**config.mk**
```make
export PLATFORM = sky130hd
export DESIGN_NAME = countdown_ctrl
export DESIGN_NICKNAME = d
export VERILOG_FILES = /design/src/rtl/countdown_ctrl.sv
export SDC_FILE = /design/constraint.sdc
export NUM_CORES = 1
export LEC_CHECK = 0
export ABC_AREA = 1
export CAP_MARGIN = 20
export CELL_PAD_IN_SITES_DETAIL_PLACEMENT = 2
export CELL_PAD_IN_SITES_GLOBAL_PLACEMENT = 2
export CORE_MARGIN = 1.5
export CORE_UTILIZATION = 38
export DETAILED_ROUTE_END_ITERATION = 10
export DONT_BUFFER_PORTS = 1
export PLACE_DENSITY_LB_ADDON = 0.1
export SLEW_MARGIN = 40
export SYNTH_ARGS = -nofsm -noshare
export SYNTH_HDL_FRONTEND = slang
export SYNTH_SLANG_ARGS = --single-unit
```
**constraint.sdc**
```tcl
create_clock -name clock -period 4.7 [get_ports clock]
set_clock_uncertainty 0.15 [all_clocks]
set_input_delay 0.47 -clock clock [delete_from_list [all_inputs] [get_ports clock]]
set_output_delay 0.47 -clock clock [all_outputs]
set_load 0.005 [all_outputs]
```
**src/rtl/countdown_ctrl.sv**
```systemverilog
// Countdown control FSM, BCD MM:SS time register and seconds prescaler.
// Optional warn output (time <= 00:10 while running) enabled by COUNTDOWN_WARN_EN.
module countdown_ctrl #(
  parameter int TICK_DIV  = 1000,
  parameter int PRE_W     = 10,
  parameter int ALARM_SEC = 5
) (
  input  logic       clock,
  input  logic       reset,
  input  logic       start,
  input  logic       pause,
  input  logic       clear,
  input  logic       load,
  input  logic [7:0] load_min,
  input  logic [7:0] load_sec,
  output logic [7:0] min_bcd,
  output logic [7:0] sec_bcd,
  output logic [1:0] state,
  output logic       tick,
  output logic       alarm,
  output logic       warn
);

  typedef enum logic [1:0] {
    S_IDLE  = 2'd0,
    S_RUN   = 2'd1,
    S_PAUSE = 2'd2,
    S_DONE  = 2'd3
  } state_e;

  localparam logic [PRE_W-1:0] PRE_MAX = PRE_W'(TICK_DIV - 1);
  localparam logic [3:0]       ALM_N   = 4'(ALARM_SEC);

  state_e           state_q, state_d;
  logic [7:0]       min_q, min_d;
  logic [7:0]       sec_q, sec_d;
  logic [PRE_W-1:0] pre_q, pre_d;
  logic [3:0]       cnt_q, cnt_d;
  logic             tick_q, tick_d;
  logic             alarm_q, alarm_d;
  logic [15:0]      dec_t;
  logic [3:0]       cnt_inc;
  logic             t_zero;

  function automatic logic [3:0] clamp(input logic [3:0] d,
                                       input logic [3:0] mx);
    return (d > mx) ? mx : d;
  endfunction

  function automatic logic [15:0] bcd_dec(input logic [15:0] t);
    logic [3:0] mt, mo, st, so;
    {mt, mo, st, so} = t;
    if (so != 4'd0) so = so - 4'd1;
    else begin
      so = 4'd9;
      if (st != 4'd0) st = st - 4'd1;
      else begin
        st = 4'd5;
        if (mo != 4'd0) mo = mo - 4'd1;
        else begin
          mo = 4'd9;
          mt = mt - 4'd1;
        end
      end
    end
    return {mt, mo, st, so};
  endfunction

  assign dec_t   = bcd_dec({min_q, sec_q});
  assign t_zero  = ({min_q, sec_q} == 16'h0000);
  assign cnt_inc = cnt_q + 4'd1;

  // Next-state: prescaler, command handling and BCD countdown
  always_comb begin
    state_d = state_q;
    min_d   = min_q;
    sec_d   = sec_q;
    pre_d   = pre_q;
    cnt_d   = cnt_q;
    tick_d  = 1'b0;
    if (state_q == S_RUN || state_q == S_DONE) begin
      if (pre_q == PRE_MAX) begin
        pre_d  = '0;
        tick_d = 1'b1;
      end else begin
        pre_d = pre_q + 1'b1;
      end
    end
    if (clear) begin
      state_d = S_IDLE;
      min_d   = 8'h00;
      sec_d   = 8'h00;
      pre_d   = '0;
      cnt_d   = 4'd0;
      tick_d  = 1'b0;
    end else begin
      unique case (state_q)
        S_IDLE: begin
          pre_d = '0;
          if (load) begin
            min_d = {clamp(load_min[7:4], 4'd9),
                     clamp(load_min[3:0], 4'd9)};
            sec_d = {clamp(load_sec[7:4], 4'd5),
                     clamp(load_sec[3:0], 4'd9)};
          end else if (start && !t_zero) begin
            state_d = S_RUN;
          end
        end
        S_RUN: begin
          if (tick_d) begin
            {min_d, sec_d} = dec_t;
            if (dec_t == 16'h0000) begin
              state_d = S_DONE;
              cnt_d   = 4'd0;
            end else if (pause) begin
              state_d = S_PAUSE;
            end
          end else if (pause) begin
            state_d = S_PAUSE;
          end
        end
        S_PAUSE: begin
          if (load) begin
            min_d = {clamp(load_min[7:4], 4'd9),
                     clamp(load_min[3:0], 4'd9)};
            sec_d = {clamp(load_sec[7:4], 4'd5),
                     clamp(load_sec[3:0], 4'd9)};
          end else if (start && !t_zero) begin
            state_d = S_RUN;
          end
        end
        S_DONE: begin
          if (start) begin
            state_d = S_IDLE;
            pre_d   = '0;
            cnt_d   = 4'd0;
          end else if (tick_d) begin
            if (cnt_inc == ALM_N) begin
              state_d = S_IDLE;
              pre_d   = '0;
              cnt_d   = 4'd0;
            end else begin
              cnt_d = cnt_inc;
            end
          end
        end
      endcase
    end
    alarm_d = (state_d == S_DONE);
  end

  // Registered state, time, prescaler and outputs
  always_ff @(posedge clock or negedge reset) begin
    if (!reset) begin
      state_q <= S_IDLE;
      min_q   <= 8'h00;
      sec_q   <= 8'h00;
      pre_q   <= '0;
      cnt_q   <= 4'd0;
      tick_q  <= 1'b0;
      alarm_q <= 1'b0;
    end else begin
      state_q <= state_d;
      min_q   <= min_d;
      sec_q   <= sec_d;
      pre_q   <= pre_d;
      cnt_q   <= cnt_d;
      tick_q  <= tick_d;
      alarm_q <= alarm_d;
    end
  end

`ifdef COUNTDOWN_WARN_EN
  logic warn_q, warn_d;

  assign warn_d = (state_d == S_RUN) &&
                  ({min_d, sec_d} <= 16'h0010);

  // Registered low-time warning while running
  always_ff @(posedge clock or negedge reset) begin
    if (!reset) warn_q <= 1'b0;
    else        warn_q <= warn_d;
  end

  assign warn = warn_q;
`else
  assign warn = 1'b0;
`endif

  assign min_bcd = min_q;
  assign sec_bcd = sec_q;
  assign state   = state_q;
  assign tick    = tick_q;
  assign alarm   = alarm_q;

endmodule
```
Word-level counts from Yosys, hierarchy flattened
Cells that the tools add are included.

storage, ports and cells
  register bits = 34
  word-level logic and storage cells = 89
  bits of input ports = 22
  output and inout bits = 21

operators by class
  add/sub/neg operators = 6
  multiplexer cells = 48
  reductions and logical operators = 14
  $lt $le $gt $ge = 4
  equality and inequality tests = 10

operator list
  operator                                                              count
  4-bit two-way mux                                                     19
  10-bit two-way mux                                                    6
  8-bit two-way mux                                                     6
  16-bit zero test                                                      2
  8-bit one-hot mux with 2 select lines                                 2
  10-bit one-hot mux with 2 select lines                                1
  2-bit two-way mux                                                     9
  4-bit by 1-bit subtractor with 4-bit output, second input constant    4
  4-bit > comparator, second input constant                             3
  4-bit nonzero test                                                    3
  10-bit by 1-bit adder with 10-bit output, second input constant       1
  10-bit == test, second input constant                                 1
  4-bit one-hot mux with 2 select lines                                 1
  2-bit == test, second input constant                                  3
  3-bit by 2-bit != test with 1-bit output, second input constant       2
  2-bit one-hot mux with 3 select lines                                 1
  3-bit nonzero test                                                    2
  4-bit by 1-bit adder with 4-bit output, second input constant         1
  4-bit by 3-bit == test with 1-bit output, second input constant       1
  4-bit by 3-bit > comparator with 1-bit output, second input constant  1
  4-bit by 3-bit != test with 1-bit output, second input constant       1
  4-bit AND reduction                                                   1
  1-bit two-way mux                                                     3
  3-bit by 1-bit != test with 1-bit output, second input constant       1
  other kinds (7)                                                       7

Logic depth before layout (Yosys ltp)
Gate-level depths: netlist (run 1).

  depth in word-level cells = 10
  mapped depth = 15
  gate-level depth less buffers = 15

Worst setup path before layout (run 1)
No wires, ideal clock.

  path kind = flip-flop to flip-flop
  start = reg sec_q[0] (netlist: sec_bcd[0])
  end = reg cnt_q[0]
  data arrival time = 1.836 ns
  setup time = 0.117 ns
  stages on the path, launching flop included = 16
  required time = 4.433 ns
  path slack = 2.597 ns
  path through = dfrtp_1 inv_1 ha_1 nand2_1 nor2_1 nand2_1 nand2_1 nand2_1 nor2_1 nand2_1 nor3_2 nand2_1 nand2_2 nand2_2 nand2_1 nand2_1

on the way
  cells in the longest elaborated chain, start to end = 5
  elaborated cells on any way between the ends = 9

ends and longest elaborated chain
  element                                                                                   RTL line  source
  start: declaration                                                                        36        logic [7:0] sec_q, sec_d;
  start signal: assignment                                                                  157       sec_q <= 8'h00;
  start signal: assignment                                                                  165       sec_q <= sec_d;
  4-bit by 1-bit subtractor with 4-bit output / 4-bit nonzero test (equally long branches)  53        if (so != 4'd0) so = so - 4'd1;
  4-bit two-way mux                                                                         53
  16-bit zero test *                                                                        112       if (dec_t == 16'h0000) begin
  3-bit by 2-bit != test with 1-bit output (no source line) *                               n/a
  4-bit AND reduction (no source line) *                                                    n/a
  end signal: assignment                                                                    167       cnt_q <= cnt_d;
  end: declaration                                                                          38        logic [3:0] cnt_q, cnt_d;

Mark *: on every way between the ends. The rest lies on a longest branch, timed or not.
A chain may end at the register's enable or synchronous reset.

Final worst setup path (run 1)
  start = reg sec_q[0] (netlist: sec_bcd[0])
  end = reg cnt_q[2]

Same word-level chain as after synthesis.

==> summary.md, run 1 <==
| Metric | Value |
|---|---|
| Status | `completed` |
| CP endpoint kind | `flop` |
| Initial DRC count | `66` |
| Vias per Instance | `~5.5` |
| Setup_tns | `0 ns` |
| Startpoint types | `flop` |
| Clock root cell | `clkbuf_8` |
| Yosys reg bits | `34` |
| Clock sinks | `34` |
| Share of cells above drive strength 1 | `under 10%` |
| TritonRoute pass-1 iters | `4` |
| Main combinational cell family by area after synthesis | `simple AND/OR/NAND/NOR gates` |
| Count of cell types in the netlist | `36` |
| Synth top area cells | `dfrtp_1 35%, nand2_1 13%, inv_1 7.2%` |
| Hold Crit Class | `input pin to flop` |
| Routed vias | `2,289` |
| Setup violations, final | `0` |
| Worst-margin pin slew | `between 0.5 and 0.6 ns` |
| Die Y | `around 82 um` |
| Multi-input logic area | `around 1300 um^2` |
| Final WL | `7473 um` |
| First-pass GRT wire length | `12,610 um` |
| Largest net degree at the start of global routing | `35` |
| Ys async rst share | `100.0%` |
| Syn Nets | `371` |
| Final nets | `376` |
| CTS tree | `yes` |
| GRT Util Overall | `24.55%` |
| Mean Syn Cell Area | `7.139 um^2` |
| Clock buffer depth | `2` |
| Antenna-violating nets left | `0` |
| Buffers added on ports | `0` |
| Antenna violations before repair | `0` |
| Die X | `82.45 um` |
| EDFF count, synth | `0` |
| Max frequency | `0.3943 GHz` |
| Post-Synth Adder-Cell Area | `6.781%` |
| WP data required | `4.73 ns` |
| Power Density | `575.1 nW/um^2` |
| FILL cells | `725` |
| Starting Density | `40.04%` |
| Grt ovf | `0` |
| Synth Cell Area | `~2400 um^2` |
| Worst Path Arrival | `about 2.6 ns` |
| Tmin final | `2.536 ns` |
| Rows | `28` |
| Post-Synthesis Cells | `336` |
| Pleak | `around 1.2 nW` |
| H-tree depth | `2` |
| Placer Congestion | `0.7984` |
| FF/Latch Area | `about 850 um^2` |
| Slew Limit Headroom | `about 64%` |
| Max-slew violation count | `0` |
| Worst r2r src | `sec_bcd[0]$_DFFE_PN0P_` |
| Clock buffer count from CTS | `5` |
| Num ports | `43` |
| CTS clk-pin slew, worst paths | `0.08 ns` |
| Worst Path Class, Setup | `flop to flop` |
| Routed WL per cell | `17.92 um` |
| VDD IR-drop max | `0.2578 mV` |
| Multiplexer area fraction after synthesis | `0%` |
| Commonest non-fill, non-tap cell in the layout | `nand2_1` |
| Fin crit share | `between 50% and 60%` |
| Max cap viols | `0` |
| Worst-path fanout max | `5` |
| Ys Warns | `0` |
| Post-synthesis sequential area ratio | `35.47%` |
| Top FF cell, synth | `dfrtp_1` |
| Crit path launch | `sec_bcd[0]$_DFFE_PN0P_` |
| Final hold vios | `0` |
| Clk_lat worst skew | `0.29 ns` |
| Worst reg2reg setup slack | `2.16 ns` |
| Simple-gate area share of the yosys netlist | `33.49%` |
| Core Box Area | `5991 um^2` |
| Yosys top cell area share | `a little over a third` |
| Worst Hold Launch | `clear` |
| Total power | `1.496 mW` |
| Post-synthesis compound-gate area fraction | `between 10% and 20%` |
| DRC Markers | `0` |
| RSZ-0062 raised after global routing | `false` |
| Most frequent cells in the layout | `84 x nand2_1, 46 x inv_1, 40 x nor2_1` |
| Area grow syn2layout | `8.451%` |
| XOR/XNOR Fraction of Synth Area | `between 2 and 3%` |
| Die ar. | `6797 um^2` |
| Post-DP HPWL | `around 5700 um` |
| N_diodes | `0` |
| Cell accounting for the most synthesized area | `dfrtp_1` |
| Post-CTS Setup Bufs | `0` |
| Number of global-route vias before repair | `2,599` |
## path summary, 6_finish.rpt
| check | endpoint | depth (start not counted) |
|---|---|---|
| worst min-delay path | tick$_DFF_PN0_ | 1 |
| min in group asynchronous | sec_bcd[1]$_DFFE_PN0P_ | 2 |
| max in group asynchronous | alarm$_DFF_PN0_ | 2 |
| worst min register to register | cnt_q[1]$_DFFE_PN0P_ | 2 |
| worst max-delay path | cnt_q[2]$_DFFE_PN0P_ | 15 |
| worst max register to register | cnt_q[2]$_DFFE_PN0P_ | 15 |
## critical path, cell delays in order, from the launching register on
cell	delay (ns)
dfrtp_1	0.43
inv_1	0.17
ha_1	0.29
nand2_1	0.08
nor2_1	0.24
nand2_1	0.11
nand2_1	0.09
nand2_1	0.06
nor2_1	0.11
nand2_1	0.07
nor3_2	0.16
nand2_1	0.11
nand2_2	0.12
nand2_2	0.09
nand2_1	0.08
nand2_1	0.06
## power breakdown
group          internal (mW)  switching, mW  leakage, nW
sequential             0.351         0.0874        0.461
clock                  0.156          0.124       0.0579
combinational          0.240          0.538        0.726
total                  0.747          0.749         1.24
## metal layers
layer / vias to the layer above / GRT usage (%) / wire, um
li1: 1105 / - / -
met1: 1138 / 32.61 / 3587
met2: 36 / 41.06 / 3560
met3: 10 / 4.176 / 229
met4: 0 / 6.271 / 95
met5: - / 0 / 0
## what timing repair did
action | 4_1_cts | 5_1_grt
hold buffers | 2 | 0
hold endpoints to repair | 34 | 0
endpoints found under the setup margin | 0 | 0
resized for setup | 0 | 0
## cells in the mapped netlist, drive strengths merged (2+ instances only)
| cell type | n |
|---|---|
| o21ai | 19 |
| ha | 13 |
| xor2 | 5 |
| a21oi | 11 |
| xnor2 | 2 |
| a22oi | 3 |
| a32o | 2 |
| nand2 | 87 |
| nand4 | 4 |
| buf | 4 |
| o211ai | 2 |
| o32ai | 2 |
| o22ai | 4 |
| nor3 | 14 |
| inv | 47 |
| o2bb2ai | 2 |
| nor2 | 45 |
| nand3 | 24 |
| clkbuf | 2 |
| nand3b | 4 |
| dfrtp | 34 |
## area by class of cell
class                           instances  share of cell area [%]
Multi-Input combinational cell        249                   51.08
Sequential cell                        34                   32.71
Inverter                               47                   6.782
Tap cell                               75                   3.608
Clock buffer                            5                   2.646
Timing Repair Buffer                    4                   1.635
Clock inverter                          3                   1.539
## per-stage QoR
stage	util [%]	area (um^2)	setup WS (ns)	std cells	hold WS, ns
6_report	43.42	2601	2.164	417	0.1010
4_1_cts	43.34	2596	2.166	416	0.09283
3_5_place_dp	41.02	2457	2.191	406	0.02531
3_3_place_gp	41.02	2457	2.324	406	0.02521
2_1_floorplan	-	2399	2.597	336	0.02441
5_1_grt	43.42	2601	1.829	417	0.08076
## cells by family after synthesis
group                    Yosys count
AND/OR/NAND/NOR                  179
other                              1
adder cells (fa/ha/maj)           13
buffers and inverters             53
XOR/XNOR                           7
flip-flops                        34
AO/OA/AOI/OAI                     49
## sequential cells by signal (all words and copies together) (netlist names)
signal,cells
pre_q,10
min_bcd,8
sec_bcd,8
cnt_q,4
state,2
alarm,1
tick,1
No activity file was read; power rests on OpenSTA's default activity.
==> run 2, diff against run 1 <==
CORE_UTILIZATION = 35   (was 38)
clock period = 2.4 ns   (was 4.7 ns; I/O delays follow)
==> run 2 against run 1 <==
  * Register-to-register slack got worse by 2.0 ns
  * Worst hold slack worse by 0.088 ns
  * Sequential cell count did not move
  * Global-route usage fell by 1.5 points
  * Die area grew 8.3%
  * Clock-buffer cell count increased by 1
  * Routed wire length up 6.0%
  * Critical endpoint unchanged
  * Highest routed layer unchanged
==> summary.md, run 2 (synthesis gave the netlist of run 1 again) <==
| Metric | Value |
|---|---|
| Status | `completed` |
| Tmin final | `2.187 ns` |
| Dpl ws | `0.02753 ns` |
| Worst Hold Launch | `load_min[1]` |
| Setup violations, final | `0` |
| Starting Density | `a little under two fifths` |
| Fin crit share | `91.12%` |
| TritonRoute pass-1 iters | `4` |
| Routed vias | `2,323` |
| Worst r2r src | `sec_bcd[1]$_DFFE_PN0P_` |
| Rows | `29` |
| Placer Congestion | `just under 0.8` |
| Buffers added on ports | `0` |
| GRT Util Overall | `23.01%` |
| Final WL | `7924 um` |
| Final instance area | `between 2000 and 3000 um^2` |
| Final nets | `391` |
| Routed WL per cell | `18.26 um` |
| Worst-path fanout max | `5` |
| Final Util | `42.73%` |
| Max reg flops | `10` |
| Clock share of power | `14.7%` |
| Hold depth | `2` |
| First-pass GRT wire length | `roughly 13,000 um` |
| Min-Delay Endpoint | `min_bcd[1]$_DFFE_PN0P_` |
| Clk_lat worst skew | `just under 0.3 ns` |
| Final hold vios | `0` |
| Comb pwr share | `between 50 and 60%` |
| Startpoint types | `flop` |
| Sequential power share | `approximately 27%` |
| Max frequency | `~0.46 GHz` |
| Number of global-route vias before repair | `2,627` |
| Worst Path Arrival | `approximately 2.2 ns` |
| Multi-input logic area | `1368 um^2` |
| Die Y | `roughly 86 um` |
| WP data required | `2.43 ns` |
| Die ar. | `~7400 um^2` |
| Worst reg2reg setup slack | `0.21 ns` |
| Cell breakdown of the critical path | `inv_2, ha_4, nand2_1, nor2_4, buf_4, nand3_1, nand2_1, nor2_2, nand2_1, nor3_4, nand2_1, nand2_2, nand2_2, nand2_1, nand2_1` |
| Most frequent cells in the layout | `84 x nand2_1, 44 x inv_1, 36 x nor2_1` |
| Pleak | `between 1 and 1.5 nW` |
| Max cap viols | `0` |
| Commonest non-fill, non-tap cell in the layout | `nand2_1` |
| Antenna violations before repair | `0` |
| Hold Crit Class | `input pin to flop` |
| Clock sinks | `34` |
| P_int | `approximately 1.6 mW` |
| Clock buffer count from CTS | `5` |
| Top reg by flops | `pre_q` |
| Switching fraction of total power | `between 40% and 50%` |
| CP endpoint kind | `flop` |
| Grt ovf | `0` |
| Share of cells above drive strength 1 | `12.61%` |
| DRC Markers | `0` |
| CP most frequent cell | `nand2_1` |
| Worst Path Class, Setup | `flop to flop` |
| VDD IR-drop max | `0.4472 mV` |
| FILL cells | `775` |
| Sw power | `1.555 mW` |
| N_diodes | `0` |
| H-tree depth | `2` |
| Clock root cell | `clkbuf_8` |
| RR Endpoint | `cnt_q[2]$_DFFE_PN0P_` |
| Setup ws final | `0.2131 ns` |
| Clock buffer depth | `2` |
| Crit-path slowest cell | `dfrtp_1` |
| CTS clk-pin slew, worst paths | `approximately 0.08 ns` |
| Vias per Instance | `approximately 5.4` |
| Largest net degree at the start of global routing | `35` |
| Initial DRC count | `74` |
| R2R depth | `15` |
| CTS tree | `yes` |
| Num ports | `43` |
| CP max stage delay | `0.40 ns` |
| Core Box Area | `roughly 6500 um^2` |
| Antenna-violating nets left | `0` |
| FF/Latch Area | `852.1 um^2` |
| Post-DP HPWL | `6001 um` |
| Max-slew violation count | `0` |
| Area after DPL | `2547 um^2` |
| Area grow syn2layout | `15.70%` |
| Power Density | `~1100 nW/um^2` |
| Die X | `85.78 um` |
-- run 2: worst max-delay path, delay by kind of cell (launching register included) --
kind                       cells  cell delay (ns)
and+or+nand+nor               12             1.14
buffers and inverters          2             0.21
DFF                            1             0.40
adders and majority gates      1             0.18
-- run 2: worst max path at each step --
stage,slack [ns],from,end,depth (start not counted)
floorplan,0.30,sec_bcd[0]$_DFFE_PN0P_,cnt_q[0]$_DFFE_PN0P_,15
global placement,0.12,sec_bcd[1]$_DFFE_PN0P_,cnt_q[0]$_DFFE_PN0P_,15
detailed placement,0.03,sec_bcd[1]$_DFFE_PN0P_,cnt_q[2]$_DFFE_PN0P_,15
CTS,0.003,sec_bcd[1]$_DFFE_PN0P_,cnt_q[2]$_DFFE_PN0P_,15
global route,-0.04,sec_bcd[1]$_DFFE_PN0P_,cnt_q[2]$_DFFE_PN0P_,16
finish,0.21,sec_bcd[1]$_DFFE_PN0P_,cnt_q[2]$_DFFE_PN0P_,15
-- run 2: per-stage QoR --
step / hold slack [ns] / TNS [ns] / total power [mW] / std cells
2_1_floorplan: -0.2056 / 0 / 1.963 / 336
4_1_cts: 0.009342 / 0 / 3.033 / 429
3_3_place_gp: -0.2048 / 0 / 2.469 / 418
6_report: 0.01344 / 0 / 3.147 / 434
5_1_grt: 0.02956 / -0.1314 / 3.442 / 434
3_5_place_dp: -0.2048 / 0 / 2.530 / 418
-- run 2: area by class of cell --
class | instances | area share, %
Clock inverter | 2 | 0.4509
Sequential cell | 34 | 30.70
Inverter | 47 | 6.357
Timing Repair Buffer | 19 | 6.763
Multi-Input combinational cell | 249 | 49.28
Clock buffer | 6 | 2.976
Tap cell | 77 | 3.472
-- run 2: what timing repair did --
| action | 4_1_cts | 5_1_grt |
|---|---|---|
| buffers inserted | 0 | 4 |
| hold buffers | 3 | 1 |
| endpoints found under the setup margin | 0 | 10 |
| endpoints found under the hold margin | 37 | 1 |
| gates resized for setup | 0 | 12 |
-- run 2: per-layer routing --
layer / GRT usage [%] / part of all wire [%] / vias to the layer above
li1: - / - / 1126
met1: 30.98 / 48 / 1153
met2: 38.80 / 47 / 40
met3: 4.235 / 3.6 / 4
met4: 4.545 / 0.57 / 0
met5: 0 / 0 / -
-- run 2: power by group through the flow --
stage	Sequential, mW	Combinational, mW	Clock (mW)
6_report	0.852	1.83	0.462
5_1_grt	0.873	2.07	0.495
4_1_cts	0.846	1.71	0.476
3_5_place_dp	0.855	1.68	0
3_3_place_gp	0.854	1.61	0
2_1_floorplan	0.820	1.14	0
==> run 3, diff against run 2 <==
GPL_TIMING_DRIVEN = 0   (was not set)
==> run 3 against run 2 <==
  * Worst hold slack improved by 0.017 ns
  * Clock power increased by 44%
  * Routed wire length decreased by 1.8%
  * Non-clock buffer count decreased by 2
  * Setup slack got worse by 0.16 ns
  * Global-route usage decreased by 0.95 points
  * Power increased by 7.2%
  * Critical endpoint is now cnt_q[1]$_DFFE_PN0P_
  * Critical path depth unchanged
  * Highest routed layer unchanged
  * Cell area increased by 0.99%
==> summary.md, run 3 (synthesis gave the netlist of run 1 again) <==
| Metric | Value |
|---|---|
| Slew Limit Headroom | `around 66%` |
| Worst-margin pin slew | `roughly 0.51 ns` |
| Initial DRC count | `a little under 100` |
| Power Density | `1203 nW/um^2` |
| Clock share of power | `19.7%` |
| Commonest non-fill, non-tap cell in the layout | `nand2_1` |
| Worst-path fanout max | `5` |
| Setup violations, final | `0` |
| Vias per Instance | `5.345` |
| CP max stage delay | `approximately 0.44 ns` |
| Max-slew violation count | `0` |
| Clock buffer depth | `2` |
| CTS tree | `yes` |
| CP endpoint kind | `flop` |
| VDD IR-drop max | `0.4268 mV` |
| Area grow syn2layout | `16.85%` |
| GRT Util Overall | `roughly 22%` |
| FILL cells | `777` |
| Die Y | `85.78 um` |
| Clock root cell | `clkbuf_8` |
| Hold depth | `2` |
| Sw power | `between 1.5 and 2 mW` |
| RSZ-0062 raised after global routing | `true` |
| Routed WL per cell | `between 15 and 20 um` |
| FF/Latch Area | `850.8 um^2` |
| Sequential power share | `25.7%` |
| Switching fraction of total power | `48.26%` |
| Worst Path Arrival | `2.38 ns` |
| Die ar. | `between 7000 and 8000 um^2` |
| Startpoint types | `flop` |
| CTS clk-pin slew, worst paths | `0.08 ns` |
| Crit-path slowest cell | `dfrtp_1` |
| Grt ovf | `0` |
| Cell breakdown of the critical path | `inv_2, ha_1, inv_1, nand2_1, nand2_1, a21oi_2, nand2_1, nor2_2, nand2_1, nor3_2, nand2_1, nand2_2, nand2_4, nand2_2, nand2_1` |
| Final WL | `7785 um` |
| TritonRoute pass-1 iters | `4` |
| Post-DP HPWL | `approximately 5800 um` |
| Final instance area | `2803 um^2` |
| Core Box Area | `6495 um^2` |
| Pleak | `1.318 nW` |
| Total power | `about 3.4 mW` |
| Hold_ws | `0.03010 ns` |
| N_diodes | `0` |
| DRC Markers | `0` |
| Worst Path Class, Setup | `flop to flop` |
| Clock sinks | `34` |
| R2R depth | `15` |
| Largest net degree at the start of global routing | `35` |
| Number of global-route vias before repair | `2,507` |
| CP most frequent cell | `nand2_1` |
| Fin crit share | `97.73%` |
| Max frequency | `0.4264 GHz` |
| P_int | `between 1.5 and 2 mW` |
| Die X | `85.78 um` |
| Tmin final | `2.345 ns` |
| H-tree depth | `2` |
| Multi-input logic area | `1403 um^2` |
| Status | `completed` |
| Routed vias | `2,309` |
| Num ports | `43` |
| Top reg by flops | `pre_q` |
| Clock buffer count from CTS | `5` |
| Max reg flops | `10` |
| Hold Crit Class | `input pin to flop` |
| Buffers added on ports | `0` |
| Most frequent cells in the layout | `76 x nand2_1, 44 x inv_1, 35 x nor2_1` |
| WP data required | `2.43 ns` |
| Clk_lat worst skew | `~0.29 ns` |
| Antenna violations before repair | `0` |
| Starting Density | `36.93%` |
| Comb pwr share | `~55%` |
| Placer Congestion | `around 0.80` |
| Area after DPL | `2497 um^2` |
| Antenna-violating nets left | `0` |
| Final nets | `389` |
| Share of cells above drive strength 1 | `between 10% and 20%` |
| Final hold vios | `0` |
| First-pass GRT wire length | `~13,000 um` |
| Max cap viols | `0` |
| Rows | `29` |
[run 3: changes by cell type in the layout (fill, tap and decap cells not counted), sizes merged]
cell	previous run	this run
dlygate4sd3	3	1
bufinv	0	2
clkbuf	6	7
clkinvlp	1	0
buf	16	14
[run 3: path summary, 6_finish.rpt]
| kind | start | slack [ns] | to |
|---|---|---|---|
| max in group asynchronous | reset | 1.65 | cnt_q[0]$_DFFE_PN0P_ |
| min in group asynchronous | reset | 0.27 | tick$_DFF_PN0_ |
| worst max register to register | sec_bcd[0]$_DFFE_PN0P_ | 0.05 | cnt_q[1]$_DFFE_PN0P_ |
| worst min register to register | cnt_q[3]$_DFFE_PN0P_ | 0.38 | cnt_q[3]$_DFFE_PN0P_ |
| worst max-delay path | sec_bcd[0]$_DFFE_PN0P_ | 0.05 | cnt_q[1]$_DFFE_PN0P_ |
| worst min-delay path | clear | 0.03 | tick$_DFF_PN0_ |
[run 3: final cells by class]
| class | count | area share (%) |
|---|---|---|
| Clock inverter | 3 | 2.455 |
| Sequential cell | 34 | 30.36 |
| Tap cell | 77 | 3.437 |
| Inverter | 47 | 6.295 |
| Buffer | 6 | 1.562 |
| Multi-Input combinational cell | 249 | 50.04 |
| Clock buffer | 5 | 2.455 |
| Timing Repair Buffer | 11 | 3.393 |
[run 3: through the flow]
stage	setup TNS [ns]	utilization, %	setup WS, ns	instances
6_report	0	43.15	0.05451	432
5_1_grt	-0.4733	43.15	-0.1107	432
4_1_cts	0	41.46	0.01125	423
3_5_place_dp	-1.585	38.45	-0.2145	413
3_3_place_gp	-3.773	38.41	-0.3739	413
2_1_floorplan	0	-	0.2966	336
[run 3: power by group through the flow]
stage                     registers, mW  clock network (mW)  logic, mW
final                             0.868               0.664       1.84
after detailed placement          0.871                   0       1.56
after CTS                         0.864               0.675       1.67
after floorplan                   0.820                   0       1.14
after global routing              0.888               0.700       2.05
after global placement            0.865                   0       1.50
[run 3: worst max-delay path: cells and delay by family (launching register included)]
kind            cells  cell delay [ns]
simple gates       11             1.11
flops               1             0.44
buf+inv             2             0.18
compound gates      1             0.16
fa+ha+maj           1             0.18
[run 3: repair_timing]
item	CTS	global route
endpoints found under the hold margin	34	0
gates cloned	0	0
setup endpoints to repair	16	18
gates resized for setup	7	18
pin swaps	0	7
hold buffers	2	0
buffers inserted	0	8
[run 3: per-layer routing]
| layer | GRT usage [%] | vias up | routed length, um |
|---|---|---|---|
| met5 | 0 | - | 0 |
| met4 | 3.959 | 0 | 55 |
| met3 | 3.754 | 7 | 233 |
| met2 | 36.15 | 34 | 3607 |
| met1 | 30.97 | 1140 | 3889 |
| li1 | - | 1128 | - |
